### src/rtl/pc_seq_pkg.sv
// Shared types and constants for the program-counter sequencer.
// State encoding, default vectors and the instruction size in bytes.
package pc_seq_pkg;

    typedef enum logic [1:0] {
        ST_BOOT = 2'd0,
        ST_RUN  = 2'd1,
        ST_TRAP = 2'd2
    } pc_state_t;

    localparam logic [31:0] RESET_VECTOR_DEF = 32'h0000_0000;
    localparam logic [31:0] EXC_VECTOR_DEF   = 32'h0000_0080;
    localparam int unsigned INSTR_BYTES      = 4;

endpackage

### src/rtl/pc_target_sel.sv
// Redirect target selection: jr > jump > branch priority, branch adder,
// and word-alignment check on whichever target wins.
module pc_target_sel
    import pc_seq_pkg::*;
(
    input  logic        i_jr_en,
    input  logic [31:0] i_jr_addr,
    input  logic        i_jump_en,
    input  logic [31:0] i_jump_addr,
    input  logic        i_branch_en,
    input  logic [31:0] i_branch_base,
    input  logic [31:0] i_branch_offset,
    output logic        o_redirect,
    output logic [31:0] o_target,
    output logic        o_target_misaligned
);

    logic [31:0] w_branch_target;

    // Word offset scaled to bytes; carry out of bit 31 is discarded.
    assign w_branch_target = i_branch_base + (i_branch_offset << 2);

    always_comb begin
        o_redirect = 1'b1;
        o_target   = i_jr_addr;
        if (i_jr_en) begin
            o_target = i_jr_addr;
        end else if (i_jump_en) begin
            o_target = i_jump_addr;
        end else if (i_branch_en) begin
            o_target = w_branch_target;
        end else begin
            o_redirect = 1'b0;
        end
    end

    assign o_target_misaligned = (o_target[1:0] != 2'b00);

endmodule

### src/rtl/pc_sequencer.sv
// Architectural PC holder: presents pc to fetch, advances or redirects it.
//   state   | meaning
//   ST_BOOT | after reset, pc not yet valid, requests ignored
//   ST_RUN  | normal fetch, redirects honoured
//   ST_TRAP | one cycle presenting the exception vector, requests ignored
module pc_sequencer
    import pc_seq_pkg::*;
#(
    parameter logic [31:0] RESET_VECTOR = RESET_VECTOR_DEF,
    parameter logic [31:0] EXC_VECTOR   = EXC_VECTOR_DEF
) (
    input  logic        i_clk,
    input  logic        i_rst_n,
    input  logic        i_fetch_ready,
    output logic        o_pc_valid,
    output logic [31:0] o_pc,
    output logic [31:0] o_pc_plus4,
    output logic [5:0]  o_pc_upper,
    input  logic        i_jump_en,
    input  logic [31:0] i_jump_addr,
    input  logic        i_jr_en,
    input  logic [31:0] i_jr_addr,
    input  logic        i_branch_en,
    input  logic [31:0] i_branch_base,
    input  logic [31:0] i_branch_offset,
    output logic        o_flush,
    output logic        o_misalign,
    output logic [31:0] o_epc
);

    pc_state_t   r_state;
    pc_state_t   w_state_nxt;
    logic [31:0] r_pc;
    logic [31:0] r_epc;
    logic        r_flush;
    logic        r_misalign;
    logic [31:0] w_pc_plus4;
    logic        w_redirect;
    logic [31:0] w_target;
    logic        w_target_misaligned;
    logic        w_pc_valid;
    logic        w_take_redirect;
    logic        w_advance;

    pc_target_sel u_target_sel (
        .i_jr_en             (i_jr_en),
        .i_jr_addr           (i_jr_addr),
        .i_jump_en           (i_jump_en),
        .i_jump_addr         (i_jump_addr),
        .i_branch_en         (i_branch_en),
        .i_branch_base       (i_branch_base),
        .i_branch_offset     (i_branch_offset),
        .o_redirect          (w_redirect),
        .o_target            (w_target),
        .o_target_misaligned (w_target_misaligned)
    );

    always_ff @(posedge i_clk or negedge i_rst_n) begin
        if (!i_rst_n) begin
            r_state <= ST_BOOT;
        end else begin
            r_state <= w_state_nxt;
        end
    end

    always_comb begin
        w_state_nxt = r_state;
        case (r_state)
            ST_BOOT: w_state_nxt = ST_RUN;
            ST_RUN:  w_state_nxt = (w_redirect && w_target_misaligned) ? ST_TRAP : ST_RUN;
            ST_TRAP: w_state_nxt = ST_RUN;
            default: w_state_nxt = ST_BOOT;
        endcase
    end

    always_comb begin
        w_pc_valid      = (r_state == ST_RUN) || (r_state == ST_TRAP);
        w_take_redirect = (r_state == ST_RUN) && w_redirect;
        w_advance       = w_pc_valid && i_fetch_ready;
    end

    assign w_pc_plus4 = r_pc + 32'(INSTR_BYTES);

    // A redirect wins over the sequential advance regardless of fetch_ready.
    always_ff @(posedge i_clk or negedge i_rst_n) begin
        if (!i_rst_n) begin
            r_pc       <= RESET_VECTOR;
            r_epc      <= 32'h0;
            r_flush    <= 1'b0;
            r_misalign <= 1'b0;
        end else begin
            r_flush    <= w_take_redirect;
            r_misalign <= w_take_redirect && w_target_misaligned;
            if (w_take_redirect) begin
                if (w_target_misaligned) begin
                    r_pc  <= EXC_VECTOR;
                    r_epc <= w_target;
                end else begin
                    r_pc <= w_target;
                end
            end else if (w_advance) begin
                r_pc <= w_pc_plus4;
            end
        end
    end

    assign o_pc_valid = w_pc_valid;
    assign o_pc       = r_pc;
    assign o_pc_plus4 = w_pc_plus4;
    assign o_pc_upper = w_pc_plus4[31:26];
    assign o_flush    = r_flush;
    assign o_misalign = r_misalign;
    assign o_epc      = r_epc;

endmodule

### config.mk
export PLATFORM = sky130hd
export DESIGN_NAME = pc_sequencer
export DESIGN_NICKNAME = d
export VERILOG_FILES = /design/src/rtl/pc_seq_pkg.sv /design/src/rtl/pc_target_sel.sv /design/src/rtl/pc_sequencer.sv
export SDC_FILE = /design/constraint.sdc
export NUM_CORES = 1
export LEC_CHECK = 0
export CAP_MARGIN = 20
export CORE_UTILIZATION = 45
export CTS_BUF_LIST = sky130_fd_sc_hd__clkbuf_8
export CTS_CLUSTER_SIZE = 12
export DETAILED_ROUTE_END_ITERATION = 16
export PLACE_DENSITY = 0.9
export SYNTH_ARGS = -nofsm -noshare
export SYNTH_HDL_FRONTEND = slang
export SYNTH_SLANG_ARGS = --single-unit
### constraint.sdc
create_clock -name i_clk -period 2.95 [get_ports i_clk]
set_input_delay 0.59 -clock i_clk [delete_from_list [all_inputs] [get_ports i_clk]]
set_output_delay 0.59 -clock i_clk [all_outputs]
set_load 0.02 [all_outputs]
# Word-level counts from Yosys, hierarchy flattened
# Cells that the tools add are included.
dict set report word_totals {
  output_inout_bits 105
  word_cells 30
  reg_bits 68
}
dict set report classes {
  reduce_logical 10
  eq_ne 2
  n_addsub 2
  mux 11
}
# op count
set op_table {}
lappend op_table {{$mux W32} 6}
lappend op_table {{$add A32 B3 Y32 const B} 1}
lappend op_table {{$add A32 B32 Y32} 1}
lappend op_table {{$logic_and A1 B1 Y1} 4}
lappend op_table {{$pmux W2 S2} 1}
lappend op_table {{$reduce_bool A2 Y1} 2}
lappend op_table {{$mux W1} 3}
lappend op_table {{$eq A2 B1 Y1 const B} 1}
lappend op_table {{$eq A2 B2 Y1 const B} 1}
lappend op_table {{$logic_not A2 Y1} 1}
lappend op_table {{$mux W2} 1}
lappend op_table {{$reduce_and A2 Y1} 1}
lappend op_table {{$reduce_or A2 Y1} 1}
lappend op_table {{$logic_or A1 B1 Y1} 1}

# Logic depth before layout (Yosys ltp)
dict set report logic_depth {
  ltp_word 8
  depth_mapped 12
  depth_no_buf 12
}

# Hierarchy
# Synthesis repeated with hierarchy kept, for this count alone.
dict set report unflattened {
  cells_unflattened 733
  hier_area_um2 6188.4
}
# module cells_per_inst area_each_um2 instances
set modules_own_cells {}
lappend modules_own_cells {pc_sequencer 364 3714.8 1}
lappend modules_own_cells {pc_target_sel 369 2473.6 1}

# Least setup slack after synthesis
# OpenSTA, ideal clock, no wires.
dict set report synth_path {
  path_type {register -> output}
  start {register r_pc[2], in the netlist o_pc[2]}
  end {output o_pc_upper[4]}
  arrival_ns 2.760
  path_slack_ns -0.400
  required_time_ns 2.360
  stages_incl_launch_ff 10
  path_buffers 1
  cell_sequence {dfrtp_1 -> ha_1 -> nand3_2 -> or3_4 -> nor4_4 -> and3_1 -> and3_4 -> nand3_1 -> xnor2_1 -> buf_4}
}
dict set report synth_between {
  elab_chain_cells 1
}
# element line
set synth_lines {}
lappend synth_lines {{start: declaration} pc_sequencer.sv:33} ;# logic [31:0] r_pc;
lappend synth_lines {{start signal: assignment} pc_sequencer.sv:99} ;# r_pc <= w_target;
lappend synth_lines {{start signal: assignment} pc_sequencer.sv:102} ;# r_pc <= w_pc_plus4;
lappend synth_lines {{$add A32 B3 Y32} pc_sequencer.sv:82} ;# assign w_pc_plus4 = r_pc + 32'(INSTR_BYTES);
lappend synth_lines {{end: declaration} pc_sequencer.sv:18} ;# output logic [5:0] o_pc_upper,
# No other way between the ends.

# Worst setup path after layout
dict set report layout_path {
  start {register r_pc[2], in the netlist o_pc[2]}
  end {output o_pc_plus4[28]}
}
dict set report layout_between {
  elab_chain_cells 1
}
# element line
set layout_lines {}
lappend layout_lines {{$add A32 B3 Y32} pc_sequencer.sv:82}
lappend layout_lines {{end: declaration} pc_sequencer.sv:17} ;# output logic [31:0] o_pc_plus4,
# No other way between the ends.

==> run summary <==
Layout area overhead: 74.8%
Sequential Power Share: 0.244
Num CTS Buffers: 9
pwr dens: 710 mW/mm2
Yosys cell types: 70
multi-input logic area: 0.00404 mm2
clk root buf: clkbuf_8
Worst-path clk slew: 70 ps
worst hold-check path type: in -> async
dominant cell by count in the synthesized netlist: nand2_1
Die Span Y: 114 um
post-synth top area cell: dfrtp_1
Slew @ Worst Pin: 757 ps
syn avg cell area: 8.29 um2
layout cells sized above 1: 0.257
setup slack after layout: -42.5 ps
RSZ-0062 raised after global routing: true
drt pass-1 iters: 6
Core Box Area: 0.0121 mm2
TritonCTS clock tree: done
status: complete, but fails checks
Die Area: 0.0129 mm2
Slew HR: 0.492
vias in the first global route: 6683
DRC errors left: 0
Worst setup SP type: flip-flop
DRT antenna net count: 0
Reg2Reg Depth: 11
I/O Pins: 239
initial antenna violation count: 0
EDFF count, synth: 0
Critical Path Fanout Max: 3
maxcap violations: 0
Port Buf Inserts: 236
post-route setup TNS: -198 ps
switching pwr: 3.03 mW
Fin. Hold Viols: 0
gr ovfl total: 0
FF+latch count, synth: 68
first-pass GRT wire length: 34.2 mm
Achievable Freq: 334 MHz
starting density of the core: 0.465
DR top layer: met4
Seq/Total Area, Yosys: 0.303
worst stage delay on the critical path: 410 ps
Final Max Tran Viols: 0
Power Total: 6.97 mW
Post-Syn Area: 0.00561 mm2
site row count: 40
switching fraction of total power: 0.435
WL per Instance: 18.7 um
GRT Resource Usage Total: 0.342
critical path class: reg -> out
sequential cell area: 0.00171 mm2
crit path capture type: output port
TritonCTS Sinks: 68
post-synthesis instance total: 677
failing checks: setup timing
dominant cells by area after synthesis: dfrtp_1 30%, ha_1 7.6%, xnor2_1 7.3%
DRT iter0 DRCs: 608
Power Internal: 3.94 mW
most frequent cells after synthesis: 89 x nand2_1, 68 x dfrtp_1, 53 x o21ai_0, 51 x nor2_1, 47 x xnor2_1
# fillers: 725
H-tree depth: 3
met2 WL: 11.2 mm
async set-reset flop share out of synthesis: 1.00
Detailed Route WL: 22.6 mm
Comb pwr share: 0.624
dpl hpwl: 17.5 mm
CP required: 2360 ps
die width: 114 um
total nets after synthesis: 846
ant diodes: 0
Vias: 6820
Synth Warn #: 0
Clock Latency Late Sink: 350 ps
nets: 1205
VDD IR max: 412 uV
maximum number of pins on one net before global-route repair: 42
Post-synth top flop: dfrtp_1
worst-path cell with the longest stage delay: dfrtp_2
# setup viols final: 6
maximum clock insertion buffer count: 2
hold buffers post-CTS: 0
period utilization: 1.01
share of the synthesized area in the top cell type: 0.303
post-layout minimum cycle time: 2990 ps
Worst EP arrival: 2400 ps
RePlAce Congestion: 0.933
Met1 Routed Length: 8.78 mm
static leakage: 4.54 nW
crit-path cells: ha_4, nand3_2, or3_4, nor4_4, and3_4, and3_4, buf_6, xor2_4, buf_6
met3 routed WL: 1.71 mm
clock group share of total power: 0.132
Vias/cell: 5.64
Final Skew: 6.56 ps
-- routing by layer --
metal,vias up,track usage
met5,-,0
met4,0,0.155
met3,74,0.0468
met2,427,0.599
met1,3167,0.417
li1,3152,-
-- timing repair --
item	in CTS	in global routing
gates resized for setup	110	70
hold endpoints to repair	0	0
endpoints found under the setup margin	58	44
cloned	0	0
pin swaps	29	24
setup buffers	12	7
-- through the flow --
step | cell area (um2) | setup slack, ps | utilization | instances | hold slack, ps
floorplan | 5700 | -53.8 | - | 677 | 294
global placement | 9080 | -519 | 0.752 | 1174 | 462
detailed placement | 9080 | -712 | 0.752 | 1174 | 469
CTS | 9480 | -56.9 | 0.786 | 1202 | 239
global route | 9810 | -149 | 0.813 | 1209 | 261
finish | 9810 | -42.5 | 0.813 | 1209 | 236
-- state kept, by name, summed over array words and instances (netlist names) --
name and count:
o_misalign 1, o_flush 1, o_epc 32, r_state 2, o_pc 32
-- final timing paths --
check | from | to | slack [ps]
max | o_pc[2]$_DFFE_PN0P_ | o_pc_plus4[28] | -40
min | i_rst_n | o_pc[27]$_DFFE_PN0P_ | 240
max reg2reg | o_pc[2]$_DFFE_PN0P_ | o_pc[30]$_DFFE_PN0P_ | 460
min reg2reg | o_epc[0]$_DFFE_PN0P_ | o_epc[0]$_DFFE_PN0P_ | 490
max in group asynchronous | i_rst_n | o_pc[3]$_DFFE_PN0P_ | 2000
min in group i_clk | o_epc[0]$_DFFE_PN0P_ | o_epc[0]$_DFFE_PN0P_ | 490
-- cell type report --
cell class / count / share of cell area
Multi-Input combinational cell: 548 / 0.411
Timing Repair Buffer: 389 / 0.361
Sequential cell: 68 / 0.174
Tap cell: 168 / 0.0214
Clock buffer: 9 / 0.0126
Clock inverter: 7 / 0.0117
Inverter: 20 / 0.00765
-- kinds of logic (layout without fill, tap and decap cells) --
kind of cell | after synthesis | after routing | share of synthesized area
flops | 68 | 68 | 0.303
mux | 3 | 3 | 0.00580
buf+inv | 61 | 425 | 0.0475
xor+xnor | 82 | 82 | 0.128
simple gates | 211 | 211 | 0.186
fa+ha+maj | 35 | 35 | 0.0794
compound gates | 217 | 217 | 0.251
-- cell usage in the layout (no fill, tap or decap), drive strengths merged, types with 8 or more instances in the layout --
master and n:
o22ai 35, clkbuf 11, nor3 8, nand4 8, a21oi 40, dlymetal6s2s 26, nor2 52, ha 34
xnor2 47, o21ai 54, nand2 89, xor2 35, inv 18, clkdlybuf4s50 181, buf 167, nand3 20
dlygate4sd2 13, dfrtp 68, a21o 24
-- worst max-delay path, delay by kind of cell (launching register included) --
family | cells | cell delay, ps
simple gates | 5 | 1100
flops | 1 | 410
buf+inv | 2 | 260
fa+ha+maj | 1 | 150
xor+xnor | 1 | 150
-- power by group through the flow --
stage / sequential [mW] / combinational [mW] / clock [mW]
after floorplan: 2.18 / 1.62 / 0
after global placement: 1.67 / 4.11 / 0
after detailed placement: 1.70 / 4.22 / 0
after CTS: 1.69 / 4.25 / 0.921
after global routing: 1.73 / 4.61 / 0.962
final: 1.70 / 4.35 / 0.921
Power figures use the tool's default switching activity.
==> variant 1 (same flow settings) <==
Add an input register stage for `i_branch_offset`, without a reset; this delays it by one clock. The other inputs are not delayed to match.
--- a/src/rtl/pc_sequencer.sv
+++ b/src/rtl/pc_sequencer.sv
@@ -30,2 +30,8 @@
 
+    logic [31:0] i_branch_offset_q;
+
+    always_ff @(posedge i_clk) begin
+        i_branch_offset_q <= i_branch_offset;
+    end
+
     pc_state_t   r_state;
@@ -51,3 +57,3 @@
         .i_branch_base       (i_branch_base),
-        .i_branch_offset     (i_branch_offset),
+        .i_branch_offset     (i_branch_offset_q),
         .o_redirect          (w_redirect),
Behaviour: not the same (Yosys sat finds a counterexample within 4 cycles, from zero or initial values and one cycle with i_rst_n low).
==> variant 1 against the unedited design <==
Core utilization is 8.0 points lower; routed wire length is 2.0% higher; sequential cell count is 30 higher; cell area is 3.4% higher; sequential share of layout area is 5.3 points higher; die area is 13% higher; area after synthesis is 13% higher; largest power group unchanged; worst setup slack better by 0.069 ns; critical endpoint is now o_pc_upper[4]; clock skew is 0.0056 ns higher; total power is 14% higher.
==> variant 1: results (changes against the unedited design) <==
Final layout
  • Inverters: 16 (was 20)
  • Layout filler cell count: 995 (was 725)
  • NonClk Buf Share: 0.3314 (was 0.3608)
  • Layout cells sized above 1: 0.2015 (was 0.2574)
  • Multi-input combinational area share: 0.3947 (was 0.4113)
  • Area of the multi-input gates: 4003 µm² (was 4035 µm²)

Critical path
  • Max FO, Critical Path: 5 (was 3)
  • R2R Setup Slk: 0.29 ns (was 0.46 ns)
  • Crit path to: o_pc_upper[4] (was o_pc_plus4[28])
  • Critical path data arrival time: 2.33 ns (was 2.40 ns)

Synthesis
  • Most common library cells after synthesis: 91 x nand2_1, 68 x dfrtp_1, 52 x nor2_1 (was 89 x nand2_1, 68 x dfrtp_1, 53 x o21ai_0)
  • Async SR Flop Fraction: 0.6939 (was 1.000)
  • Sequential cell area fraction in the yosys report: 0.3620 (was 0.3032)

Place
  • Post-place instance area: 9763 µm² (was 9076 µm²)
  • Dpl hpwl: 18.24 mm (was 17.54 mm)
  • Post-Place Setup Slack: -0.4684 ns (was -0.7125 ns)

Timing
  • Slew @ Worst Pin: 0.7602 ns (was 0.7568 ns)
  • Max frequency: 342.0 MHz (was 334.2 MHz)
  • Clk_skew: 0.01216 ns (was 0.006557 ns)
  • WHS: 0.2530 ns (was 0.2356 ns)

Status
  • Outcome: finished, final reports clean (was complete, but fails checks)

CTS
  • Clk_lat worst skew: 0.40 ns (was 0.35 ns)
  • Clock transition at the registers of the reported paths: 0.11 ns (was 0.07 ns)

Drt
  • Final wirelength: 23.02 mm (was 22.57 mm)
  • DR vias: 7164 (was 6820)
==> variant 1: cell count changes after synthesis, sizes merged, moves of 7 or more <==
cell / unedited run / this run
o21bai: 2 / 9
xnor2: 47 / 40
dfxtp: 0 / 30
a21o: 24 / 13
nor3: 8 / 16
o22ai: 35 / 26
clkbuf: 31 / 24
==> variant 1: kinds of logic (layout without fill, tap and decap cells) <==
| logic type | after synthesis | after routing | share of synthesized area |
|---|---|---|---|
| fa+ha+maj | 35 | 35 | 0.07004 |
| mux | 4 | 4 | 0.006492 |
| simple gates | 233 | 233 | 0.1721 |
| flops | 98 | 98 | 0.3620 |
| buf+inv | 55 | 406 | 0.03836 |
| xor+xnor | 80 | 80 | 0.1102 |
| compound gates | 226 | 226 | 0.2408 |
==> variant 1: timing repair <==
item                                    CTS  global route
pin swaps                                 5            23
setup buffers                             5             7
endpoints found under the setup margin   40            58
resized for setup                        74            60
hold buffers                              0             0
==> variant 1: power groups by stage <==
stage | registers, W | logic, W | clock network [W]
finish | 0.00220 | 0.00488 | 0.000870
global route | 0.00225 | 0.00517 | 0.000943
CTS | 0.00217 | 0.00477 | 0.000880
floorplan | 0.00273 | 0.00187 | 0
detailed placement | 0.00221 | 0.00482 | 0
global placement | 0.00218 | 0.00471 | 0
==> variant 1: layer usage <==
metal,wire length [µm],GRT usage,vias to the layer above
li1,-,-,3339
met1,9206,0.4044,3359
met2,11070,0.5179,387
met3,1864,0.06344,79
met4,883,0.1366,0
met5,0,0,-
==> variant 1: worst max-delay path: stages (launching register included) <==
cell	delay, ns
dfrtp_1	0.43
ha_2	0.22
and4_1	0.23
and3_4	0.23
nor3b_4	0.19
buf_6	0.17
nand3_4	0.09
xnor2_2	0.21
buf_4	0.17
==> variant 2 (same settings) <==
Without the edit above. Make the reset (`i_rst_n`) synchronous in 2 clocked blocks.
--- a/src/rtl/pc_sequencer.sv
+++ b/src/rtl/pc_sequencer.sv
@@ -57,3 +57,3 @@
 
-    always_ff @(posedge i_clk or negedge i_rst_n) begin
+    always_ff @(posedge i_clk) begin
         if (!i_rst_n) begin
@@ -84,3 +84,3 @@
     // A redirect wins over the sequential advance regardless of fetch_ready.
-    always_ff @(posedge i_clk or negedge i_rst_n) begin
+    always_ff @(posedge i_clk) begin
         if (!i_rst_n) begin
Check against the original RTL: differs if i_rst_n is asserted again (counterexample within 4 cycles, from zero or initial values and one cycle with i_rst_n low); with i_rst_n held inactive, the same outputs for 10 cycles.
==> variant 2 against the unedited design <==
Area after synthesis up 0.82%; sequential cell count unchanged; routed wire length increased by 0.65%; count of clock-buffer cells in the layout unchanged; sequential share of layout area shrank 3.0 points; worst setup slack gained 0.075 ns; cell area shrank 4.0%; maximum frequency increased by 2.6%.
Power is not compared: it rests on default switching activity, and its combinational part moved more than twofold at a synthesized area within 25%.
==> variant 2: results (changes against the unedited design) <==
Synthesis
  • Sequential cell area fraction in the yosys report: 0.2405 (was 0.3032)
  • Largest cells by area after synthesis: dfxtp_1 24%, ha_1 7.5%, xnor2_1 6.3%, a21oi_1 5.0%, nand2_1 4.4% (was dfrtp_1 30%, ha_1 7.6%, xnor2_1 7.3%, nand2_1 6.0%, xor2_1 5.5%)
  • Async SR Flop Fraction: 0 (was 1.000)
  • Net Count, Synth: 920 (was 846)
  • Yosys warning total: 0 (unchanged)
  • Top cell type's share of synthesized area: 0.2405 (was 0.3032)
  • Most common library cells after synthesis: 68 x dfxtp_1, 67 x nand2_1, 58 x nor2_1 (was 89 x nand2_1, 68 x dfrtp_1, 53 x o21ai_0)
  • Synth unique cells: 75 (was 70)

Drt
  • DR vias: 7360 (was 6820)
  • Final wirelength: 22.72 mm (was 22.57 mm)
  • Initial DRT Pass Iterations: 6 (unchanged)
  • Violation count after the first detailed-routing iteration: 617 (was 608)

CTS
  • # H-tree levels: 3 (unchanged)
  • Number of CTS-inserted buffers: 9 (unchanged)
  • Clock transition at the registers of the reported paths: 0.08 ns
  • Clock buffer depth: 2 (unchanged)
  • Clk_lat worst skew: 0.35 ns (about the same)
  • Root Buffer Master: clkbuf_8 (unchanged)

Global routing
  • M1 GR Usage: 0.4170 (was 0.4171)
  • Number of global-route vias before repair: 6861 (was 6683)
  • GR Util met2: 0.5588 (was 0.5988)
  • First-pass GRT wire length: 34.22 mm (was 34.17 mm)
  • Largest net degree at the start of global routing: 35 (was 42)
  • Initial antenna violation count: 0 (unchanged)
  • Gr usage total: 0.3322 (was 0.3417)
  • Met3 usage: 0.04447 (was 0.04676)

Final layout
  • Diodes inserted: 0 (unchanged)
  • Nets: 1250 (was 1205)
  • Layout cells sized above 1: 0.2053 (was 0.2574)

Critical path
  • Max FO, Critical Path: 5 (was 3)
  • Critical path's slowest cell: clkdlybuf4s50_1 (was dfrtp_2)
  • Delay of the slowest critical-path stage: 0.52 ns (was 0.41 ns)
  • Top delay family on crit path: compound AO/OA/AOI/OAI gates (was simple AND/OR/NAND/NOR gates)
  • Critical path data arrival time: 3.16 ns (was 2.40 ns)

Worst hold path
  • Hold Path Class: reg2reg (was in2async)

Place
  • GPL Wtd Cong: 1.024 (was 0.9329)
  • Post-Place Setup Slack: -0.4480 ns (was -0.7125 ns)
  • Port Buffers: 236 (unchanged)
  • Dpl hpwl: 17.60 mm (was 17.54 mm)

Status
  • Outcome: finished, final reports clean (was complete, but fails checks)

Timing
  • Worst slew margin: 0.5641 (was 0.4921)
  • Final Worst Setup Slack: 0.03254 ns (was -0.04255 ns)
  • Clk_skew: 0.008960 ns (was 0.006557 ns)

Power and ir drop
  • Peak VDD IR: 0.0002707 V
  • Leakage: 3.879 nW
## variant 2: report_power, final
part,switching (W),total (W),internal [W]
combinational,0.000919,0.00175,0.000831
clock,0.000360,0.000832,0.000472
sequential,0.0000602,0.00107,0.00101
## variant 2: worst paths after layout
path                          from   endpoint  slack [ns]  cells after the start
hold / removal           o_epc[12]  o_epc[12]        0.45                      2
setup reg to reg          o_pc[18]   o_pc[30]        0.59                     10
setup / recovery  i_branch_base[8]   o_pc[17]        0.03                     12
hold reg to reg          o_epc[12]  o_epc[12]        0.45                      2
## variant 2: cell type report
| type | instances | area [µm²] |
|---|---|---|
| multi-input combinational | 609 | 4183 |
| timing repair buffer | 375 | 3376 |
| fill | 843 | 2698 |
| sequential | 68 | 1361 |
| tap | 168 | 210.2 |
| clock buffer | 9 | 123.9 |
| clock inverter | 7 | 92.59 |
| inverter | 18 | 67.56 |
## variant 2: stage by stage
| stage | total power [W] | setup TNS [ns] | std cells | hold slack [ns] | instance area, µm² |
|---|---|---|---|---|---|
| 5_1_grt | 0.003801 | -0.04550 | 1254 | 0.4802 | 9414 |
| 2_1_floorplan | 0.001934 | 0 | 751 | 0.5289 | 5702 |
| 3_5_place_dp | 0.002763 | -11.35 | 1229 | 0.4436 | 8997 |
| 6_report | 0.003649 | 0 | 1254 | 0.4494 | 9414 |
| 4_1_cts | 0.003593 | -0.07538 | 1249 | 0.4563 | 9319 |
| 3_3_place_gp | 0.002719 | -8.937 | 1229 | 0.4384 | 8997 |
## variant 2: cell families (layout without fill, tap and decap cells)
family                     after synthesis  after routing  share of synthesized area
AOI/OAI and AO/OA                      256            256                     0.3009
xor gates and xnor gates                63             63                    0.09750
adders and majority gates               35             35                    0.07871
buffers and inverters                   74            409                    0.05881
DFF                                     68             68                     0.2405
muxes                                    1              1                   0.001769
and+or+nand+nor                        254            254                     0.2218
## variant 2: routing by layer
metal  vias up  share of wire
met5         -              0
met1      3383           0.39
met2       473           0.47
li1       3420              -
met3        84          0.087
met4         0          0.051
## variant 2: repair_timing
action                     in CTS  in global routing
gates resized for setup        71                 33
gates cloned                    0                  0
hold buffers                    0                  0
buffers inserted                4                  5
pin swaps                      13                 13
setup endpoints to repair      35                 61
## variant 2: worst reg2reg max path: stages, from the launching register on
cell	delay, ns
dfxtp_1	0.35
and4_4	0.23
nand2_2	0.07
or4_4	0.57
nor2_4	0.16
nand3_1	0.14
xnor2_2	0.19
buf_4	0.14
buf_4	0.12
o21ai_1	0.18
a21oi_1	0.09
